## src/rtl/alu_ctrl_pkg.sv

```systemverilog
// Shared opcode encodings, controller state type and opcode classification helpers
// for the execute-stage ALU sequencing controller.
package alu_ctrl_pkg;

  localparam logic [7:0] OP_ADD      = 8'h00;
  localparam logic [7:0] OP_SUB      = 8'h01;
  localparam logic [7:0] OP_MUL      = 8'h02;
  localparam logic [7:0] OP_LDB      = 8'h10;
  localparam logic [7:0] OP_LDW      = 8'h11;
  localparam logic [7:0] OP_STB      = 8'h12;
  localparam logic [7:0] OP_STW      = 8'h13;
  localparam logic [7:0] OP_BEQ      = 8'h20;
  localparam logic [7:0] OP_JUMP     = 8'h21;
  localparam logic [7:0] OP_TLBWRITE = 8'h32;
  localparam logic [7:0] OP_IRET     = 8'h33;

  typedef enum logic [1:0] {
    ST_IDLE     = 2'd0,
    ST_EXEC     = 2'd1,
    ST_MUL_WAIT = 2'd2,
    ST_RESP     = 2'd3
  } state_t;

  function automatic logic is_legal(input logic [7:0] op);
    case (op)
      OP_ADD, OP_SUB, OP_MUL, OP_LDB, OP_LDW, OP_STB, OP_STW,
      OP_BEQ, OP_JUMP, OP_TLBWRITE, OP_IRET: return 1'b1;
      default:                               return 1'b0;
    endcase
  endfunction

  function automatic logic is_wb(input logic [7:0] op);
    case (op)
      OP_ADD, OP_SUB, OP_MUL, OP_LDB, OP_LDW: return 1'b1;
      default:                                return 1'b0;
    endcase
  endfunction

  // System ops and illegal opcodes return a zero data word regardless of the ALU.
  function automatic logic has_result(input logic [7:0] op);
    return is_legal(op) && (op != OP_TLBWRITE) && (op != OP_IRET);
  endfunction

endpackage

```

## src/rtl/alu_mul_timer.sv

```systemverilog
// Loadable down-counter that paces how long a MUL is held on the ALU inputs;
// done is high while the count is zero.
module alu_mul_timer #(
  parameter int CNT_W = 2
) (
  input  logic             clk,
  input  logic             rst_n,
  input  logic             load,
  input  logic [CNT_W-1:0] load_val,
  input  logic             count,
  output logic             done
);

  logic [CNT_W-1:0] cnt_reg;

  always_ff @(posedge clk) begin
    if (!rst_n) begin
      cnt_reg <= '0;
    end else if (load) begin
      cnt_reg <= load_val;
    end else if (count && (cnt_reg != '0)) begin
      cnt_reg <= cnt_reg - 1'b1;
    end
  end

  assign done = (cnt_reg == '0);

endmodule

```

## src/rtl/alu_exec_ctrl.sv

```systemverilog
// Execute-stage ALU sequencing controller: accepts one op, holds it on the ALU for its
// latency and returns the captured result. Optional counters: ALU_EXEC_CTRL_PERF_EN.
module alu_exec_ctrl #(
  parameter int DATA_W      = 32,
  parameter int OP_W        = 8,
  parameter int REG_IDX_W   = 5,
  parameter int MUL_LATENCY = 3
) (
  input  logic                 clk,
  input  logic                 rst_n,
  input  logic                 req_valid,
  output logic                 req_ready,
  input  logic [OP_W-1:0]      req_instr,
  input  logic [DATA_W-1:0]    req_val1,
  input  logic [DATA_W-1:0]    req_val2,
  input  logic [REG_IDX_W-1:0] req_dst,
  output logic [OP_W-1:0]      alu_instr,
  output logic [DATA_W-1:0]    alu_val1,
  output logic [DATA_W-1:0]    alu_val2,
  input  logic [DATA_W-1:0]    alu_out,
  output logic                 rsp_valid,
  input  logic                 rsp_ready,
  output logic [DATA_W-1:0]    rsp_data,
  output logic [REG_IDX_W-1:0] rsp_dst,
  output logic                 rsp_wb,
  output logic                 rsp_illegal
`ifdef ALU_EXEC_CTRL_PERF_EN
  ,
  output logic [31:0]          perf_ops,
  output logic [31:0]          perf_stall
`endif
);
  import alu_ctrl_pkg::*;

  localparam int CNT_W = (MUL_LATENCY > 1) ? $clog2(MUL_LATENCY) : 1;
  localparam logic [CNT_W-1:0] MUL_LOAD = CNT_W'(MUL_LATENCY - 1);

  state_t                state_reg, state_next;
  logic [OP_W-1:0]       alu_instr_reg;
  logic [DATA_W-1:0]     alu_val1_reg, alu_val2_reg;
  logic [REG_IDX_W-1:0]  dst_reg;
  logic                  rsp_valid_reg, rsp_wb_reg, rsp_illegal_reg;
  logic [DATA_W-1:0]     rsp_data_reg;
  logic [REG_IDX_W-1:0]  rsp_dst_reg;
  logic                  accept, capture, timer_load, timer_count, timer_done, req_is_mul;

  assign req_is_mul = (req_instr == OP_MUL);

  alu_mul_timer #(.CNT_W(CNT_W)) u_mul_timer (
    .clk      (clk),
    .rst_n    (rst_n),
    .load     (timer_load),
    .load_val (MUL_LOAD),
    .count    (timer_count),
    .done     (timer_done)
  );

  always_ff @(posedge clk) begin
    if (!rst_n) begin
      state_reg <= ST_IDLE;
    end else begin
      state_reg <= state_next;
    end
  end

  always_comb begin
    state_next  = state_reg;
    req_ready   = 1'b0;
    capture     = 1'b0;
    timer_load  = 1'b0;
    timer_count = 1'b0;
    accept      = 1'b0;
    case (state_reg)
      ST_IDLE: req_ready = 1'b1;
      ST_EXEC: begin
        capture    = 1'b1;
        state_next = ST_RESP;
      end
      ST_MUL_WAIT: begin
        timer_count = 1'b1;
        if (timer_done) begin
          capture    = 1'b1;
          state_next = ST_RESP;
        end
      end
      ST_RESP: begin
        if (rsp_ready) begin
          req_ready  = 1'b1;
          state_next = ST_IDLE;
        end
      end
      default: state_next = ST_IDLE;
    endcase
    // A new op may be taken in the same cycle the previous response drains.
    accept = req_valid && req_ready;
    if (accept) begin
      timer_load = req_is_mul;
      state_next = req_is_mul ? ST_MUL_WAIT : ST_EXEC;
    end
  end

  always_ff @(posedge clk) begin
    if (!rst_n) begin
      alu_instr_reg   <= '0;
      alu_val1_reg    <= '0;
      alu_val2_reg    <= '0;
      dst_reg         <= '0;
      rsp_valid_reg   <= 1'b0;
      rsp_data_reg    <= '0;
      rsp_dst_reg     <= '0;
      rsp_wb_reg      <= 1'b0;
      rsp_illegal_reg <= 1'b0;
    end else begin
      if (accept) begin
        alu_instr_reg <= req_instr;
        alu_val1_reg  <= req_val1;
        alu_val2_reg  <= req_val2;
        dst_reg       <= req_dst;
      end
      if (capture) begin
        rsp_valid_reg   <= 1'b1;
        rsp_data_reg    <= has_result(alu_instr_reg) ? alu_out : '0;
        rsp_dst_reg     <= dst_reg;
        rsp_wb_reg      <= is_wb(alu_instr_reg);
        rsp_illegal_reg <= !is_legal(alu_instr_reg);
      end else if ((state_reg == ST_RESP) && rsp_ready) begin
        rsp_valid_reg <= 1'b0;
      end
    end
  end

  assign alu_instr   = alu_instr_reg;
  assign alu_val1    = alu_val1_reg;
  assign alu_val2    = alu_val2_reg;
  assign rsp_valid   = rsp_valid_reg;
  assign rsp_data    = rsp_data_reg;
  assign rsp_dst     = rsp_dst_reg;
  assign rsp_wb      = rsp_wb_reg;
  assign rsp_illegal = rsp_illegal_reg;

`ifdef ALU_EXEC_CTRL_PERF_EN
  logic [31:0] perf_ops_reg, perf_stall_reg;

  // Stall = waiting on the consumer in RESP, or holding a MUL on the ALU.
  always_ff @(posedge clk) begin
    if (!rst_n) begin
      perf_ops_reg   <= '0;
      perf_stall_reg <= '0;
    end else begin
      if (rsp_valid_reg && rsp_ready) begin
        perf_ops_reg <= perf_ops_reg + 32'd1;
      end
      if (((state_reg == ST_RESP) && !rsp_ready) || (state_reg == ST_MUL_WAIT)) begin
        perf_stall_reg <= perf_stall_reg + 32'd1;
      end
    end
  end

  assign perf_ops   = perf_ops_reg;
  assign perf_stall = perf_stall_reg;
`endif

endmodule

```

## config.mk

```make
export PLATFORM = sky130hd
export DESIGN_NAME = alu_exec_ctrl
export DESIGN_NICKNAME = d
export VERILOG_FILES = /design/src/rtl/alu_ctrl_pkg.sv /design/src/rtl/alu_mul_timer.sv /design/src/rtl/alu_exec_ctrl.sv
export SDC_FILE = /design/constraint.sdc
export NUM_CORES = 1
export LEC_CHECK = 0
export ABC_AREA = 1
export CAP_MARGIN = 20
export CORE_UTILIZATION = 30
export DETAILED_ROUTE_END_ITERATION = 6
export DONT_BUFFER_PORTS = 1
export PLACE_DENSITY = 0.54
export SYNTH_ARGS = -nofsm -noshare
export SYNTH_HDL_FRONTEND = slang
export SYNTH_SLANG_ARGS = --single-unit
export TNS_END_PERCENT = 30
```

## constraint.sdc

```tcl
create_clock -name clk -period 1.85 [get_ports clk]
set_input_delay 0.0925 -clock clk [delete_from_list [all_inputs] [get_ports clk]]
set_output_delay 0.0925 -clock clk [all_outputs]
set_load 0.05 [all_outputs]
```

* After elaboration in Yosys (flattened, before gate mapping) *
Cells that the tools add are included.
Widths: inputs -> output; s select.

cells by class
  add/sub/neg operators = 1
  equal/unequal tests = 18
  mux-type cells = 20
  bitwise gates (word level) = 1
  reductions and logical operators = 17

operator list
  operator             count
  $eq 8x5->1 const B   4
  $eq 8x6->1 const B   4
  $mux 32              1
  $eq 8x2->1 const B   2
  $ne 8x6->1 const B   2
  $mux 2               6
  $reduce_or 11->1     1
  $mux 1               10
  $eq 8x1->1 const B   1
  $logic_not 8->1      1
  $ne 3x3->1 const B   2
  $pmux 2 s3           1
  $reduce_bool 2->1    3
  $logic_and 1x1->1    5
  $reduce_or 5->1      1
  $eq 2x2->1 const B   2
  $logic_not 2->1      2
  $pmux 1 s2           2
  $reduce_bool 4->1    1
  $reduce_and 3->1     1
  $eq 2x1->1 const B   1
  $reduce_or 2->1      1
  $sub 2x1->2 const B  1
  $logic_not 1->1      1
  $not 1->1            1

word-level totals
  bits in registers = 121
  input port bits = 113
  output and inout port bits = 113
  word-level logic and storage cells = 69

* Depth between registers and ports, before layout *
  depth in word-level cells = 8
  mapped depth = 11
  mapped depth without buffers = 11

* Modules after synthesis *
Synthesis repeated with hierarchy kept, for this count alone.

unflattened totals
  cells, all modules = 668
  area, all modules = 5056.1 um^2

modules (own cells, without submodules)
  module         times used  cells an instance  area each (um^2)  seq. area each (um^2)
  alu_exec_ctrl  1           644                4919.7            2382.3
  alu_mul_timer  1           24                 136.4             40.0

* Worst setup path before layout *
No wires, ideal clock.

  path kind = flip-flop to flip-flop
  start = register state_reg[0]
  end = register alu_val1_reg[31], in the netlist alu_val1[31]
  library setup time = 134 ps
  arrival time = 1588 ps
  required time = 1716 ps
  setup slack = 128 ps
  cell stages (with the launch flop) = 11
  path buffers = 2
  clock period less this slack = 1722 ps
  path through = dfxtp_1 -> inv_1 -> ha_1 -> inv_2 -> nand2_1 -> inv_2 -> nand2_4 -> buf_4 -> buf_2 -> nand2_1 -> a21oi_1

on the way
  cells in the longest elaborated chain, start to end = 3
  elaborated cells between the ends (all ways) = 4
  classes of those cells = eq/ne: 1; mux: 1; reduce/logical: 2

RTL lines
  what                                           line                  source
  start: declaration                             alu_exec_ctrl.sv:38   state_t state_reg, state_next;
  start signal: assignment                       alu_exec_ctrl.sv:62   state_reg <= state_next;
  $eq 2x2->1 or $logic_not 2->1 (tied branches)  alu_exec_ctrl.sv:73   case (state_reg)
  $pmux 1 s2 (*)                                 alu_exec_ctrl.sv:73
  named net req_ready                            alu_exec_ctrl.sv:12   output logic req_ready,
  $logic_and 1x1->1 (*)                          alu_exec_ctrl.sv:95   accept = req_valid && req_ready;
  end signal: assignment                         alu_exec_ctrl.sv:116  alu_val1_reg <= req_val1;
  end: declaration                               alu_exec_ctrl.sv:40   logic [DATA_W-1:0] alu_val1_reg, alu_val2_reg;

The timed path passes the listed nets; every way through them passes the cells marked *.
A chain may end at the register's enable or synchronous reset.

* Worst setup path after layout *
  start = register state_reg[1]
  end = register rsp_data_reg[1], in the netlist rsp_data[1]

on the way
  cells in the longest elaborated chain, start to end = 2
  elaborated cells between the ends (all ways) = 3
  classes of those cells = eq/ne: 2; mux: 1

RTL lines
  what                                      line                  source
  $eq 2x2->1 or $eq 2x1->1 (tied branches)  alu_exec_ctrl.sv:73
  $pmux 1 s2 (*)                            alu_exec_ctrl.sv:73
  end signal: assignment                    alu_exec_ctrl.sv:122  rsp_data_reg <= has_result(alu_instr_reg) ? alu_out : '0;
  end: declaration                          alu_exec_ctrl.sv:43   logic [DATA_W-1:0] rsp_data_reg;

Mark *: on every way between the ends. The rest lies on a longest branch, timed or not.

==> results.yml <==
outcome:
  status: "complete, no violations"
sta:
  worst_pin_slew_ps: 666
  drv_slew: 0
  fmax_ghz: 0.587
  worst_slack_ps: 147
  fin_worst_skew_ps: 6.14
  min_period_over_period_pct: 92.0
  hold_viol: 0
  setup_tns_ps: 0
  finalSetupViolations: 0
  min_period_ps: 1700
  timing.hold.ws_ps: 35.0
  rsz0062_at_grt: "no"
  relSlewSlack_pct: 55.6
power:
  pwr-share-clk_pct: 25.4
  switching_share_pct: 45.7
  intPower_mw: 7.12
  seq_power_share_pct: 39.5
  vdd_drop_max_uv: 717
  power_density_nw_per_um2: 1840
  netSwitchingPower_mw: 6.00
  power_frac_comb_pct: 35.0
  p_leak_nw: 2.84
synthesis:
  synthSimpleGateAreaFrac_pct: 24.9
  synth-seq-cells: 121
  synth_area_per_cell_um2: 7.58
  netlist_area_um2: 4900
  ys_seq_area_share_pct: 49.4
  synthMuxAreaShare_pct: 0
  ys_types: 22
  synth_warnings: 0
  synth-xor-area-share_pct: 0
  synth_top_family_by_area: "simple AND/OR/NAND/NOR gates"
  syn-num-nets: 765
  synth_fa_ha_area_share_pct: 1.28
  syn_inst: 647
  synth_compound_area_share_pct: 15.9
global_route:
  grt.overflow.total: 0
  grt_usage_pct: 16.6
  antenna_found_initial: 1
  grt_max_degree: 61
  grt_pass1_vias: 4384
  grt_pass1_wl_mm: 21.5
setup_path:
  path_delay_family: "simple AND/OR/NAND/NOR gates"
  path_buf_inv: 2
  start_kind: "register"
  critPathSlowestCell: "dfxtp_1"
  cp_max_fo: 12
  path_class: "reg2reg"
  setup.worst_path.end_class: "register"
  worstPathArrival_ps: 2030
  path_cells: "inv_1, ha_1, nand2_2, nor2_2, nand3_2, nand2_4, buf_12, nand2_1, a21oi_1"
  slowest_delay_ps: 380
  crit_required_ps: 2180
job:
  maxCapViolations: 0
route:
  dr.pass1.iters: 4
  viasPerCell: 4.49
  drtIter0Drc: 219
  final_antenna_net_count: 0
  drt-total-wl_mm: 14.4
  wl_per_cell_um: 14.1
  dr_total_vias: 4555
  route.detailed.drc: 0
placed_design:
  numPortBuffers: 0
  dpl_worst_slack_ps: 99.9
  hpwl_mm: 8.90
  routabilityCongestion: 0.709
die:
  die_w_um: 130
  num_io_pins: 226
  rows: 46
  start_util_pct: 30.7
  fp.dieH_um: 130
  core_um2: 15900
  die_area_um2: 16900
layout:
  nets: 905
  final_common_cell: "nand2_1"
  layout_common_cells: "204 x nand2_1, 120 x dfxtp_1, 112 x dlygate4sd3_1"
  area_growth_pct: 45.7
  drive_gt1_share_pct: 18.2
clock_tree:
  numCtsBuffers: 17
  cts.sinks: 121
  clockBufferDepth: 2
  cts_tree: "built"
  clk_latency_ps: 410
  htree_levels: 4
  path_clk_slew_ps: 50
  cts_root_buf: "clkbuf_16"
min_path:
  min_path_type: "in2reg"
[tightest hold or removal path: stages]
cell,delay (ps)
nand3b_1,100
nor2_1,60
a21oi_1,150
[per-layer routing]
metal	vias to the layer above	global-route usage (%)	wire, µm	share of wire, %
li1	2298	-	-	-
met1	2053	19.1	6200	43
met2	183	27.4	6760	47
met3	21	6.89	1170	8.1
met4	0	6.36	218	1.5
met5	-	0	0	0
[power by group through the flow]
| stage | registers [mW] | clock network (mW) | logic (mW) |
|---|---|---|---|
| after floorplan | 5.82 | 0 | 2.53 |
| after global placement | 5.22 | 0 | 4.12 |
| after detailed placement | 5.23 | 0 | 4.21 |
| after CTS | 5.18 | 3.44 | 4.41 |
| after global routing | 5.27 | 3.57 | 5.03 |
| final | 5.18 | 3.34 | 4.59 |
[synth_stat cells]
master      n  area [µm²]
inv_1      49         184
nand2_4     2        22.5
inv_2       5        18.8
nand3_2     1        10.0
buf_12      3        60.1
nand2_2    30         188
buf_2      17        85.1
buf_4       1        7.51
clkbuf_1   15        56.3
o21ai_0    16        80.1
nor2_2      2        12.5
nand2_1   204         766
a21oi_2    29         254
a21oi_1    86         430
buf_1       2        7.51
ha_1        5        62.6
dfxtp_1   121        2420
o31ai_1     1        7.51
o211ai_1    1        7.51
nand3_1     2        10.0
nor2_1     54         203
nand3b_1    1        7.51
[metrics by stage]
step	power [mW]	utilization (%)	cell area [µm²]	instances
floorplan	8.35	-	4900	647
global placement	9.34	33.6	5350	869
detailed placement	9.44	33.6	5350	869
CTS	13.0	44.3	7070	1011
global route	13.9	44.8	7140	1015
finish	13.1	44.8	7140	1015
[path summary, 6_finish.rpt]
path	startpoint	to	slack, ps	depth (start not counted)
worst max-delay path	state_reg[1]$_SDFFE_PN0P_	rsp_data[1]$_SDFFE_PN0P_	150	9
worst min-delay path	req_instr[0]	u_mul_timer.cnt_reg[0]$_SDFFE_PP0P_	30	3
worst max register to register	state_reg[1]$_SDFFE_PN0P_	rsp_data[1]$_SDFFE_PN0P_	150	9
worst min register to register	dst_reg[3]$_SDFFE_PN0P_	dst_reg[3]$_SDFFE_PN0P_	460	2
[layout make-up]
| cell class | count | area, µm² |
|---|---|---|
| tap | 216 | 270 |
| clock buffer | 22 | 474 |
| antenna | 1 | 2.50 |
| clock inverter | 8 | 120 |
| inverter | 54 | 208 |
| multi-input combinational | 434 | 2060 |
| sequential | 121 | 2420 |
| fill | 1545 | 8800 |
| timing repair buffer | 159 | 1580 |
[repair_timing]
item | CTS | global route
gates resized for setup | 0 | 5
setup buffers | 0 | 1
endpoints found under the hold margin | 121 | 0
endpoints found under the setup margin | 0 | 61
hold buffers | 112 | 0
[kinds of logic after synthesis]
logic type      count (synthesis)
compound gates                133
fa+ha+maj                       5
buf+inv                        92
flops                         121
simple gates                  296
Power figures use the tool's default switching activity.
